==> src/rtl/mult_hilo_unit.sv <==
// Sequential signed shift-add multiplier with HI/LO result registers.
// Runs one radix-2 step per cycle while funct holds mult; HI/LO change only on commit.
module mult_hilo_unit #(
    parameter int unsigned WIDTH = 32
) (
    input  logic             clk,
    input  logic             rst_n,
    input  logic [5:0]       funct,
    input  logic [WIDTH-1:0] srcA,
    input  logic [WIDTH-1:0] srcB,
    output logic [WIDTH-1:0] dataOut,
    output logic             busy,
    output logic             done
);

    localparam int unsigned CNT_W = $clog2(WIDTH);
    localparam logic [5:0] F_MULT   = 6'd24;
    localparam logic [5:0] F_MFHI   = 6'd16;
    localparam logic [5:0] F_MFLO   = 6'd18;
    localparam logic [5:0] F_COMMIT = 6'b111111;

    typedef enum logic [1:0] {IDLE, RUN, DONE} state_t;

    state_t             state, state_n;
    logic [CNT_W-1:0]   cnt, cnt_n;
    logic [WIDTH-1:0]   mcand, mcand_n;
    logic [WIDTH-1:0]   mplr, mplr_n;
    logic [WIDTH-1:0]   acc, acc_n;
    logic               sign, sign_n;
    logic [WIDTH-1:0]   hi, hi_n;
    logic [WIDTH-1:0]   lo, lo_n;

    logic [WIDTH-1:0]   mag_a, mag_b;
    logic [WIDTH:0]     step_sum;
    logic [2*WIDTH-1:0] prod_mag, product;

    // Operand magnitudes; the most negative value maps onto itself as an unsigned magnitude.
    assign mag_a    = srcA[WIDTH-1] ? (~srcA + WIDTH'(1)) : srcA;
    assign mag_b    = srcB[WIDTH-1] ? (~srcB + WIDTH'(1)) : srcB;
    assign step_sum = {1'b0, acc} + (mplr[0] ? {1'b0, mcand} : (WIDTH+1)'(0));
    assign prod_mag = {acc, mplr};
    assign product  = sign ? (~prod_mag + (2*WIDTH)'(1)) : prod_mag;

    assign busy = (state == RUN);
    assign done = (state == DONE);

    always_comb begin
        dataOut = '0;
        if (funct == F_MFHI)      dataOut = hi;
        else if (funct == F_MFLO) dataOut = lo;
    end

    always_ff @(posedge clk or negedge rst_n) begin
        if (!rst_n) begin
            state <= IDLE;
            cnt   <= '0;
            mcand <= '0;
            mplr  <= '0;
            acc   <= '0;
            sign  <= 1'b0;
            hi    <= '0;
            lo    <= '0;
        end else begin
            state <= state_n;
            cnt   <= cnt_n;
            mcand <= mcand_n;
            mplr  <= mplr_n;
            acc   <= acc_n;
            sign  <= sign_n;
            hi    <= hi_n;
            lo    <= lo_n;
        end
    end

    always_comb begin
        state_n = state;
        cnt_n   = cnt;
        mcand_n = mcand;
        mplr_n  = mplr;
        acc_n   = acc;
        sign_n  = sign;
        hi_n    = hi;
        lo_n    = lo;
        case (state)
            IDLE: begin
                if (funct == F_MULT) begin
                    mcand_n = mag_a;
                    mplr_n  = mag_b;
                    sign_n  = srcA[WIDTH-1] ^ srcB[WIDTH-1];
                    acc_n   = '0;
                    cnt_n   = '0;
                    state_n = RUN;
                end
            end
            RUN: begin
                if (funct != F_MULT) begin
                    state_n = IDLE;
                end else begin
                    // Add-then-shift: the carry out of the add becomes the new acc MSB.
                    acc_n  = step_sum[WIDTH:1];
                    mplr_n = {step_sum[0], mplr[WIDTH-1:1]};
                    cnt_n  = cnt + CNT_W'(1);
                    if (cnt == CNT_W'(WIDTH-1)) state_n = DONE;
                end
            end
            DONE: begin
                if (funct == F_COMMIT) begin
                    hi_n    = product[2*WIDTH-1:WIDTH];
                    lo_n    = product[WIDTH-1:0];
                    state_n = IDLE;
                end else if (funct != F_MULT) begin
                    state_n = IDLE;
                end
            end
            default: state_n = IDLE;
        endcase
    end

endmodule
==> config.mk <==
export PLATFORM = sky130hd
export DESIGN_NAME = mult_hilo_unit
export DESIGN_NICKNAME = d
export VERILOG_FILES = /design/src/rtl/mult_hilo_unit.sv
export SDC_FILE = /design/constraint.sdc
export NUM_CORES = 1
export LEC_CHECK = 0
export CORE_ASPECT_RATIO = 2
export CORE_MARGIN = 2
export CORE_UTILIZATION = 60
export DETAILED_ROUTE_END_ITERATION = 7
export DONT_BUFFER_PORTS = 1
export PLACE_DENSITY = 0.86
export SLEW_MARGIN = 25
export SYNTH_ARGS = -nofsm -noshare
export SYNTH_HDL_FRONTEND = slang
export SYNTH_SLANG_ARGS = --single-unit
==> constraint.sdc <==
create_clock -name clk -period 4.8 [get_ports clk]
set_input_delay 0.24 -clock clk [delete_from_list [all_inputs] [get_ports clk]]
set_output_delay 0.24 -clock clk [all_outputs]
set_load 0.005 [all_outputs]
==> results.md <==
- Ratio of total power to cell area: between 300 and 400 mW/mm^2
- Critical setup path kind: register to register
- Combinational share of power: between 20% and 30%
- Overall overflow remaining after global route: 0
- Source-to-sink clock delay at the later pin of the worst-skew pair: 0.44 ns
- Most numerous cell on the critical path: sky130_fd_sc_hd__or4_1
- Clock tree from TritonCTS: yes
- Clock transition at the registers of the reported paths: around 0.070 ns
- Chip Width: just over 100 um
- Nets: roughly 1.4k
- Top cells by area, synth: sky130_fd_sc_hd__dfrtp_1 (37%), sky130_fd_sc_hd__xor2_1 (8.5%), sky130_fd_sc_hd__o21ai_0 (5.7%), sky130_fd_sc_hd__a21oi_1 (5.2%), sky130_fd_sc_hd__nand2_1 (4.7%)
- Final setup TNS: 0 ns
- Violated checks: negative hold slack
- Unrepaired setup endpoints after global routing: no
- Final count of negative-setup-slack endpoints: 0
- Worst stage delay on the critical path: 0.69 ns
- Crit path time final: ~3.6 ns
- Via count of the first global-routing pass: around 10k
- Element type at the critical path start: register
- DR vias/cell: about 6.3
- Number of enable flip-flop cells after synthesis: 0
- Hold Path Class: input port to register
- Max Used Layer: met4
- Setup skew after layout: 0.00802 ns
- Sw frac: between 30% and 40%
- Fin Hold WS: -0.00570 ns
- Placed Area: roughly 0.011 mm^2
- Unique masters post-synth: 65
- Number of core rows: just over 70
- Post-route non-filler standard cell count: roughly 1.6k
- Net Switching: between 1 and 1.5 mW
- Data arrival time of the worst path: 3.96 ns
- Cells along the critical path: or4_1, or4_1, nand4bb_1, or3_1, o31ai_1, xor2_1, a21oi_1
- Synth async-reset ratio: 100%
- Most common cell in the netlist: sky130_fd_sc_hd__dfrtp_1
- Internal power consumption: 2.61 mW
- Worst voltage drop across the vdd grid: ~230 uV
- Count of synthesis-stage warnings from yosys: 0
- Final hold vios: 1
- Core region area: 0.0187 mm^2
- Total of buffers placed on input and output ports: 0
- Top cell type's share of synthesized area: 36.9%
- Cell type contributing the most total cell area after synthesis: sky130_fd_sc_hd__dfrtp_1
- Cell area after layout: 0.0122 mm^2
- Largest net degree at the start of global routing: about 170
- Final ANT Viol Nets: 0
- CTS Sinks: around 170
- Initial core utilization: around three fifths
- Violation count after the first detailed-routing iteration: 560
- Final clock period utilization by the worst path: between 70 and 80%
- Placement-stage worst setup slack: roughly 1.0 ns
- First-pass GRT wire length: slightly below 50000 um
- Worst Path Required: just over 5 ns
- Post-detail-place hpwl: roughly 22000 um
- Static power due to leakage: 5.43 nW
- Via count: a little under 10k
- Number of buffers between clock root and the deepest sink: 2
- Layout overhead on the synthesized area: 7.17%
- Die Area: 0.0202 mm^2
- Synth cell count leaders: sky130_fd_sc_hd__dfrtp_1 (168), sky130_fd_sc_hd__nand2_1 (141), sky130_fd_sc_hd__o21ai_0 (130)
- Nature of the critical path endpoint: register
- Measured slew at the worst slew-check pin: roughly 0.9 ns
- CTS buffer count: 17
- Buffer cell driving the clock tree root: sky130_fd_sc_hd__clkbuf_16
- Total count of max-transition violations in the final report: 0
- Fraction of the yosys area taken by sequential cells: a little under two fifths
- Post-route DRC: 0
- F_max: 274 MHz
- Routed wire length on met2: between 15000 and 20000 um
- Clock power frac: a little over a third
- Post-synthesis instance area: around 0.011 mm^2
- GPL Wtd Cong: between 0.9 and 1
- Slowest cell on the critical path: sky130_fd_sc_hd__or3_1
- Max-capacitance violation count: 0
- Metal-1 WL: roughly 11000 um
- Total of cells resized after clock tree synthesis: 0
- Syn nets: between 1k and 1.5k
- #FFs+latches synth: 168
- Fraction of layout instances using a drive strength above 1: between 5 and 6%
- CP Max Fanout: 11
- Worst Setup Slack, final: 1.15 ns
- Number of diodes added for antenna fixing: 0
- Tightest slew margin relative to the limit: approximately 39%
- Part of the power in registers: 44.1%
- Met3 Routed Length: approximately 1400 um
- H-tree depth: 4
- Detailed-router iteration count before antenna repair: 5
- Total wirelength of the detailed-routed design: roughly 31000 um
- Count of mapped cells out of synthesis: 1335
- Run status: complete, but fails checks
- I/O Pins: 106
- Chip height: roughly 200 um
- Dpl cells: around 1.5k
- Drt wl/cell: 19.6 um
- Number of antenna violations at the first check in global routing: 0
- Mean area per synthesized cell: ~8.5 um^2
- Post-synth top flop: sky130_fd_sc_hd__dfrtp_1
- Aggregate global-route resource usage: between 30% and 40%
[cells by family after synthesis]
logic type	share of synthesized area, %
AOI/OAI and AO/OA	21.5
xor gates and xnor gates	10.9
buffers and inverters	3.51
DFF	36.9
and+or+nand+nor	19.2
adders and majority gates	4.24
muxes	3.81
[flip-flops by register name, indices dropped and copies added (netlist names)]
name and cells:
sign 1, lo 32, mplr 32, state 2
acc 32, cnt 5, hi 32, mcand 32
[repair_timing]
action | in CTS | in global routing
setup buffers | 0 | 0
endpoints found under the hold margin | 178 | 0
hold buffers | 11 | 0
[power by group through the flow]
stage	clock [mW]	combinational, mW	sequential [mW]
4_1_cts	1.37	0.819	1.72
2_1_floorplan	0	0.643	1.64
6_report	1.37	0.817	1.73
5_1_grt	1.43	0.910	1.74
3_5_place_dp	0	0.773	1.74
3_3_place_gp	0	0.754	1.74
[final cells by class]
type                       count  area (um^2)
sequential                   168         4210
clock buffer                  17          425
multi-input combinational   1063         6790
fill                        1519         6550
inverter                      27          101
tap                          255          319
clock inverter                15          165
timing repair buffer          17          189
[stage by stage]
step	hold slack, ns	total power [mW]	utilization, %
6_report	-0.00570	3.91	65.1
5_1_grt	0.00356	4.08	65.1
4_1_cts	0.000114	3.91	65.0
3_5_place_dp	-0.0447	2.52	61.1
3_3_place_gp	-0.0440	2.49	61.1
2_1_floorplan	-0.0556	2.28	-
[metal layers]
layer,vias to the layer above,GRT usage [%]
li1,4688,-
met1,4726,32.0
met2,374,54.6
met3,128,5.02
met4,0,25.1
met5,-,0
[layout by cell type (no fill, tap or decap), drive strengths merged, types with 6 or more instances in the layout]
cell type      n
o31ai         43
buf            7
o22ai          8
o21bai         6
nor2         129
o21ai        131
or4           25
a21oi        118
o211ai         8
clkinv         6
clkbuf        17
nor3          11
ha            37
dlygate4sd3   10
dfrtp        168
inv           33
o41ai         26
nor4           7
xnor2         30
or2           11
a21o          16
xor2         111
nand2b         8
mux2i         40
and3          12
or3           26
nand4         11
nand2        141
and2          33
nand3         17
[worst paths after layout]
check | start | end | slack (ns) | depth (start not counted)
min in group asynchronous | rst_n | acc[27]$_DFFE_PN0P_ | 0.41 | 2
max reg2reg | mplr[17]$_DFFE_PN0P_ | hi[16]$_DFFE_PN0P_ | 1.15 | 7
max in group asynchronous | rst_n | acc[23]$_DFFE_PN0P_ | 3.63 | 2
min | srcA[0] | mcand[0]$_DFFE_PN0P_ | -0.006 | 2
min reg2reg | mcand[15]$_DFFE_PN0P_ | mcand[15]$_DFFE_PN0P_ | 0.47 | 2
max | mplr[17]$_DFFE_PN0P_ | hi[16]$_DFFE_PN0P_ | 1.15 | 7
[critical path, delay by kind of cell (launching register included)]
family / cells / cell delay (ns)
AOI/OAI and AO/OA: 2 / 0.39
xor gates and xnor gates: 1 / 0.26
DFF: 1 / 0.46
and+or+nand+nor: 4 / 2.39
(Power assumes the default switching activity.)
